**config.mk**
```make
export PLATFORM = sky130hd
export DESIGN_NAME = keypad_scan_debounce
export DESIGN_NICKNAME = d
export VERILOG_FILES = /design/src/rtl/keypad_pkg.sv /design/src/rtl/scan_tick_gen.sv /design/src/rtl/keypad_scan_debounce.sv
export SDC_FILE = /design/constraint.sdc
export NUM_CORES = 1
export LEC_CHECK = 0
export ABC_AREA = 1
export CORE_ASPECT_RATIO = 0.5
export CORE_MARGIN = 2
export CORE_UTILIZATION = 54
export CTS_BUF_LIST = sky130_fd_sc_hd__clkbuf_2
export DETAILED_ROUTE_END_ITERATION = 12
export GPL_ROUTABILITY_DRIVEN = 0
export PLACE_DENSITY_LB_ADDON = 0.08
export SLEW_MARGIN = 20
export SYNTH_ARGS = -nofsm -noshare
export SYNTH_HDL_FRONTEND = slang
export SYNTH_SLANG_ARGS = --single-unit
```
**constraint.sdc**
```tcl
create_clock -name clk -period 1.7 [get_ports clk]
set_input_delay 0.34 -clock clk [delete_from_list [all_inputs] [get_ports clk]]
set_output_delay 0.34 -clock clk [all_outputs]
set_load 0.01 [all_outputs]
```
**src/rtl/keypad_pkg.sv**
```systemverilog
// Shared types, constants and decode helpers for the keypad scanner.
package keypad_pkg;

  typedef enum logic [1:0] {
    SCAN     = 2'd0,
    DEBOUNCE = 2'd1,
    PRESSED  = 2'd2
  } state_t;

  localparam logic [3:0] COL_IDLE  = 4'hF;
  localparam logic [3:0] ROW_RESET = 4'b1110;

  typedef struct packed {
    logic       valid;
    logic [1:0] idx;
  } onecold_t;

  // Exactly one low bit is a valid hit; idle and multi-key patterns are not.
  function automatic onecold_t onecold_decode(input logic [3:0] v);
    onecold_t r;
    r.valid = 1'b0;
    r.idx   = 2'd0;
    case (v)
      4'b1110:  r = '{valid: 1'b1, idx: 2'd0};
      4'b1101:  r = '{valid: 1'b1, idx: 2'd1};
      4'b1011:  r = '{valid: 1'b1, idx: 2'd2};
      4'b0111:  r = '{valid: 1'b1, idx: 2'd3};
      COL_IDLE: r = '{valid: 1'b0, idx: 2'd0};
      default:  r = '{valid: 1'b0, idx: 2'd0};
    endcase
    return r;
  endfunction

  // Row drive is always one-cold, so the index needs no validity check.
  function automatic logic [1:0] row_to_idx(input logic [3:0] row);
    return {~row[3] | ~row[2], ~row[3] | ~row[1]};
  endfunction

endpackage

```
**src/rtl/scan_tick_gen.sv**
```systemverilog
// Free-running dwell counter; strobes once per row dwell at its last count.
module scan_tick_gen #(
  parameter int SCAN_DIV = 50000
) (
  input  logic clk,
  input  logic rst,
  output logic sample
);

  localparam int W = (SCAN_DIV > 1) ? $clog2(SCAN_DIV) : 1;
  localparam logic [W-1:0] LAST = W'(SCAN_DIV - 1);

  logic [W-1:0] r_cnt;

  // Count 0..SCAN_DIV-1 and wrap; nothing but reset restarts the cadence.
  always_ff @(posedge clk) begin
    if (rst)                r_cnt <= '0;
    else if (r_cnt == LAST) r_cnt <= '0;
    else                    r_cnt <= r_cnt + 1'b1;
  end

  assign sample = (r_cnt == LAST);

endmodule

```
**src/rtl/keypad_scan_debounce.sv**
```systemverilog
// 4x4 keypad row scanner with press/release debounce and one pulse per press.
import keypad_pkg::*;

module keypad_scan_debounce #(
  parameter int SCAN_DIV     = 50000,
  parameter int DEBOUNCE_CNT = 4
) (
  input  logic       clk,
  input  logic       rst,
  input  logic [3:0] column_in,
  output logic [3:0] row_sweep,
  output logic [3:0] key_code,
  output logic       key_valid,
  output logic       key_held
);

  localparam int CW = $clog2(DEBOUNCE_CNT + 1);
  localparam logic [CW-1:0] CNT_MAX = CW'(DEBOUNCE_CNT);
  localparam logic [CW-1:0] CNT_ONE = CW'(1);

  // Saturating increment so the count never wraps past DEBOUNCE_CNT.
  function automatic logic [CW-1:0] sat_inc(input logic [CW-1:0] v);
    return (v >= CNT_MAX) ? v : v + 1'b1;
  endfunction

  logic       w_sample;
  onecold_t   w_col;
  logic [1:0] w_row_idx;
  logic       w_accept;

  state_t        r_state, w_state_n;
  logic [CW-1:0] r_cnt,   w_cnt_n;
  logic [3:0]    r_row,   w_row_n;
  logic [1:0]    r_cap_col, w_cap_col_n;
  logic [3:0]    r_code,  w_code_n;
  logic          r_valid, w_valid_n;
  logic          r_held,  w_held_n;

  scan_tick_gen #(.SCAN_DIV(SCAN_DIV)) u_tick (
    .clk    (clk),
    .rst    (rst),
    .sample (w_sample)
  );

  assign w_col     = onecold_decode(column_in);
  assign w_row_idx = row_to_idx(r_row);

  // Next-state logic; everything moves only on a sample strobe.
  always_comb begin
    w_state_n   = r_state;
    w_cnt_n     = r_cnt;
    w_row_n     = r_row;
    w_cap_col_n = r_cap_col;
    w_code_n    = r_code;
    w_valid_n   = 1'b0;
    w_held_n    = r_held;
    w_accept    = 1'b0;
    if (w_sample) begin
      unique case (r_state)
        SCAN: begin
          if (w_col.valid) begin
            w_cap_col_n = w_col.idx;
            w_cnt_n     = CNT_ONE;
            w_state_n   = DEBOUNCE;
            w_accept    = (CNT_ONE == CNT_MAX);
          end else begin
            w_row_n = {r_row[2:0], r_row[3]};
          end
        end
        DEBOUNCE: begin
          if (w_col.valid && (w_col.idx == r_cap_col)) begin
            w_cnt_n  = sat_inc(r_cnt);
            w_accept = (w_cnt_n == CNT_MAX);
          end else begin
            w_cnt_n   = '0;
            w_row_n   = {r_row[2:0], r_row[3]};
            w_state_n = SCAN;
          end
        end
        PRESSED: begin
          // Any single column, even a different one, keeps the key held.
          if (!w_col.valid) begin
            w_cnt_n = sat_inc(r_cnt);
            if (w_cnt_n == CNT_MAX) begin
              w_cnt_n   = '0;
              w_held_n  = 1'b0;
              w_row_n   = {r_row[2:0], r_row[3]};
              w_state_n = SCAN;
            end
          end else begin
            w_cnt_n = '0;
          end
        end
        default: w_state_n = SCAN;
      endcase
      if (w_accept) begin
        w_code_n  = {w_row_idx, w_cap_col_n};
        w_valid_n = 1'b1;
        w_held_n  = 1'b1;
        w_cnt_n   = '0;
        w_state_n = PRESSED;
      end
    end
  end

  // Control and output registers, reset to the idle scan position.
  always_ff @(posedge clk) begin
    if (rst) begin
      r_state <= SCAN;
      r_cnt   <= '0;
      r_row   <= ROW_RESET;
      r_code  <= 4'h0;
      r_valid <= 1'b0;
      r_held  <= 1'b0;
    end else begin
      r_state <= w_state_n;
      r_cnt   <= w_cnt_n;
      r_row   <= w_row_n;
      r_code  <= w_code_n;
      r_valid <= w_valid_n;
      r_held  <= w_held_n;
    end
  end

  // Captured column is only consulted after a capture, so it needs no reset.
  always_ff @(posedge clk) begin
    r_cap_col <= w_cap_col_n;
  end

  assign row_sweep = r_row;
  assign key_code  = r_code;
  assign key_valid = r_valid;
  assign key_held  = r_held;

endmodule

```
# Yosys cells after proc, flatten, opt, wreduce, memory -nomap -nowiden
# Cells that the tools add are included.
[word_totals]
regBits = 33
input_bits = 6
output_inout_bits = 10
elab_cells = 77
[op_classes]
n_addsub = 2
order_cmp = 1
eq_ne = 18
mux = 29
n_bitwise = 6
reduce_logical = 13
[op_table]
columns = ["op", "count"]
rows = [
  ["$mux W3", 6],
  ["$add A16 B1 Y16 const B", 1],
  ["$eq A16 B16 Y1 const B", 1],
  ["$mux W4", 4],
  ["$mux W2", 7],
  ["$eq A4 B4 Y1 const B", 3],
  ["$ne A3 B3 Y1 const B", 4],
  ["$pmux W3 S4", 1],
  ["$pmux W4 S3", 1],
  ["$pmux W3 S3", 1],
  ["$mux W1", 8],
  ["$ne A2 B2 Y1 const B", 4],
  ["$pmux W2 S3", 1],
  ["$reduce_and A6 Y1", 1],
  ["$reduce_and A5 Y1", 1],
  ["$eq A4 B3 Y1 const B", 1],
  ["$not A1 Y1", 4],
  ["$reduce_and A4 Y1", 1],
  ["$reduce_bool A2 Y1", 2],
  ["$reduce_bool A4 Y1", 1],
  ["$reduce_or A2 Y1", 2],
  ["$add A3 B1 Y3 const B", 1],
  ["$eq A3 B3 Y1 const B", 1],
  ["$ge A3 B3 Y1 const B", 1],
  ["other kinds (10)", 11],
]

# Longest topological paths before layout
# Gate-level depths: netlist of the first run.
[logic_depth]
word_depth = 9
ltp_mapped = 14
ltp_nobuf = 14

# By module
# From an unflattened synthesis of the first run, not the netlist that was laid out.
[unflattened]
hier_cells = 282
area_unflattened_um2 = 1935.6
[modules_own_cells]
columns = ["module", "instances", "cells_per_inst", "area_each_um2", "seq_area_each_um2"]
rows = [
  ["keypad_scan_debounce", 1, 152, 1076.0, 360.3],
  ["scan_tick_gen", 1, 130, 859.6, 320.3],
]

# Worst setup path before layout of the first run
# OpenSTA, ideal clock, no wires.
[synth_timing]
kind = "reg-to-reg"
from = "register r_cnt[0]"
to = "register r_code[2], in the netlist key_code[2]"
setup_ns = 0.116
arrival_ns = 1.570
required_ns = 1.584
setup_slack_ns = 0.014
stages_incl_launch_ff = 10
path_buffers = 0
synth_period_minus_slack_ns = 1.686
cell_sequence = "dfxtp_1 -> inv_1 -> ha_1 -> inv_1 -> o21ai_1 -> nor3_1 -> nand3_2 -> nor2_4 -> nand3_1 -> o211a_1"
[synth_via]
elab_chain_len = 7
elab_cells_between_ends = 8
cone_classes = "1 x add/sub; 1 x order compare; 1 x eq/ne; 4 x mux; 1 x reduce/logical"
[synth_rtl]
columns = ["element", "line", "source"]
rows = [
  ["start: declaration", "keypad_scan_debounce.sv:32", "logic [CW-1:0] r_cnt, w_cnt_n;"],
  ["start signal: assignment", "keypad_scan_debounce.sv:117", "r_cnt <= w_cnt_n;"],
  ["$add A3 B1 Y3 / $ge A3 B3 Y1 (equally long branches)", "keypad_scan_debounce.sv:23", "return (v >= CNT_MAX) ? v : v + 1'b1;"],
  ["$mux W3 (*)", "keypad_scan_debounce.sv:23", ""],
  ["$eq A3 B3 Y1 (*)", "keypad_scan_debounce.sv:73", "w_accept = (w_cnt_n == CNT_MAX);"],
  ["$mux W1 (*)", "keypad_scan_debounce.sv:71", "if (w_col.valid && (w_col.idx == r_cap_col)) begin"],
  ["$mux W1 (*)", "-", ""],
  ["$mux W1 (*)", "keypad_scan_debounce.sv:58", "if (w_sample) begin"],
  ["$reduce_and A2 Y1 (no line) (*)", "-", ""],
  ["end signal: assignment", "keypad_scan_debounce.sv:119", "r_code <= w_code_n;"],
  ["end: declaration", "keypad_scan_debounce.sv:35", "logic [3:0] r_code, w_code_n;"],
]
# Every way passes the cells marked *; elsewhere a longest branch is shown, timed or not. The select of a mux whose other input is x is not followed.
# A chain may end at the register's enable or synchronous reset.

# Final worst setup path of the first run
[layout_timing]
from = "register r_held, in the netlist key_held"
to = "output key_held"
[layout_lines]
columns = ["element", "line", "source"]
rows = [
  ["start: declaration", "keypad_scan_debounce.sv:37", "logic r_held, w_held_n;"],
  ["start signal: assignment", "keypad_scan_debounce.sv:121", "r_held <= w_held_n;"],
  ["end: declaration", "keypad_scan_debounce.sv:14", "output logic key_held"],
]
# No word-level cell between the ends.

==> results of run 1 <==
-- logic make-up (layout without fill, tap and decap cells) --
family / after synthesis / after routing / synth area share
flip-flops: 33 / 33 / 0.3681
XOR/XNOR: 4 / 4 / 0.01895
buffers and inverters: 45 / 89 / 0.09201
AND/OR/NAND/NOR: 129 / 129 / 0.3681
AO/OA/AOI/OAI: 31 / 31 / 0.1055
adder cells (fa/ha/maj): 7 / 7 / 0.04736
-- through the flow --
stage	hold WS [ps]	power (mW)	setup slack, ps	std cells	utilization
final	492.9	1.415	48.01	333	0.7845
after detailed placement	470.9	0.9034	-367.9	320	0.6979
after global routing	516.3	1.470	-69.04	333	0.7845
after global placement	469.0	0.9015	-329.8	320	0.6979
after floorplan	409.1	0.8556	13.50	249	-
after CTS	491.2	1.418	-37.74	330	0.7446
-- placed cells by master (no fill, tap or decap), drive strengths merged, types with 3 or more instances in the layout --
cell type      Yosys  routed
a21oi             13      13
nor2              30      30
clkdlybuf4s50      0       9
clkbuf             1       6
inv               43      43
nand2             55      55
o21ai              8       8
nand4             11      11
nand3             17      17
ha                 7       7
dfxtp             31      31
xor2               3       3
dlymetal6s2s       0       6
buf                1      23
nor3              13      13
-- routing by layer --
layer | share of wire | global-route usage
met4 | 0.016 | 0.1063
met1 | 0.48 | 0.2741
met3 | 0.033 | 0.05978
met5 | 0 | 0
met2 | 0.47 | 0.3738
-- cell usage after synthesis (all sizes together), types with 2 or more instances --
cell	number	area share
inv	43	0.087
nand4	11	0.045
dfxtp	31	0.34
o211a	2	0.011
ha	7	0.047
nand3	17	0.064
a21oi	13	0.037
nand2	55	0.11
xor2	3	0.014
o21ai	8	0.028
nor3	13	0.049
o21a	2	0.0081
a31oi	2	0.0068
edfxtp	2	0.032
o22ai	2	0.0068
nor2	30	0.084
-- final cells by class --
cell class                 instances  area share
clock buffer                       6     0.01221
sequential                        33      0.2828
tap                               40     0.02035
clock inverter                     2     0.01373
inverter                          43     0.06663
multi-input combinational        171      0.4603
timing repair buffer              38      0.1439
-- timing repair --
item | 4_1_cts | 5_1_grt
gates resized for setup | 20 | 32
setup endpoints to repair | 17 | 21
setup buffers | 2 | 4
pin swaps | 9 | 15
hold buffers | 0 | 0
cloned | 0 | 0
-- sequential cells by signal, indices dropped and copies added (netlist names) --
name and count:
r_state 2, u_tick.r_cnt 16, key_held 1, r_cnt 3, row_sweep 4, key_valid 1
r_cap_col 2, key_code 4
-- power by group --
| group | internal, mW | switching (mW) | total, mW |
|---|---|---|---|
| Sequential | 0.786 | 0.00636 | 0.793 |
| Combinational | 0.0467 | 0.0554 | 0.102 |
| Clock | 0.251 | 0.269 | 0.520 |
| Total | 1.08 | 0.331 | 1.41 |
-- final timing paths --
kind / start / endpoint / slack, ps / depth (start not counted)
max reg2reg: r_state[0] / row_sweep[0] / 50 / 9
min reg2reg: u_tick.r_cnt[15] / u_tick.r_cnt[15] / 490 / 2
max: key_held / key_held / 50 / 1
min: u_tick.r_cnt[15] / u_tick.r_cnt[15] / 490 / 2
==> run metrics, run 1 <==
Post-DP HPWL=2.879 mm; CP endpoint kind=output pin; Final nets=305; Tot GR Track Use=0.2224; fraction of registers with async set/reset=0; FF/Latch Area=695.7 um^2; Worst VDD drop=0.5125 mV; Ys Warns=0; # H-tree levels=2; Final Instance Area=2460 um^2; Startpoint Class=flop; largest net degree at the start of global routing=11; RSZ-0062 raised after global routing=true; worst-skew pair later-pin latency=400 ps; Clock Sinks=33; Rel. slew slack=0.7662; Primary FF master, synth=dfxtp_1; max incr delay on CP=560 ps; routed wire length per instance=12.19 um; Mean Syn Cell Area=7.427 um^2; Leak=1.062 nW; row cnt=14; CP arrival=1310 ps; Ant. Diodes=0; die area=3937 um^2; via count of the first global-routing pass=1539; Seq/Total Area, Yosys=0.3681; area of the multi-input gates=1132 um^2; Final Skew=23.51 ps; post-route setup TNS=0 ps; CP Class=reg2out; DR pass1 iterations=4; Root Buffer=clkbuf_2; CP Data Required Time=1360 ps; power density over cell area=575.2 nW/um^2; GR Overflow Total=0; Seq cells post-synth=33; Yosys cell types=36; Final ANT Viol Nets=0; layout cells sized above 1=0.3003; routed vias=1719; DRC=0; Max-Cap Viols=0; worst slew pin tran=347.1 ps; DR vias/cell=5.162; run status=finished, final reports clean; initial antenna violation count=0; Post-Synthesis Cells=249; PortBufs=15; FILL cells=216; minimum clock period=1652 ps; I/O pins=16; f_max=0.6053 GHz; die height=45.38 um; number of synthesized flops with an enable pin=2; Worst Path Max Fanout=2; fin crit share=0.9718; Initial Util=0.5898; die width=86.76 um; first-pass GRT wire length=6.582 mm; Cell Area, Placed=2188 um^2; critical path's slowest cell=clkdlybuf4s50_1; Clock transition at path regs=160 ps; CTS Buffer Depth=2; initial DRC count=43; CTS tree=built; Num CTS Buffers=5; net count after synthesis=262; Final Hold Vio Count=0; core area=3136 um^2; CP bufs+invs=1; crit-path cells=clkdlybuf4s50_1; Slew Limit Fails=0; Hold WC Path Type=reg2reg; Layout area overhead=33.02%; final setup violating endpoints=0; Netlist Area Pre-Place=1849 um^2; CP delay by family, top=buffers and inverters; routed wire length=4.059 mm
Power figures use the tool's default switching activity.
==> run 2, diff against run 1 <==
Settings changed: MAX_ROUTING_LAYER set to met4.
==> results of run 2 <==
The final DEF is identical to that of run 1; final timing and power are the same.
Among the figures that moved: overall routing resource usage 0.2224 -> 0.2295
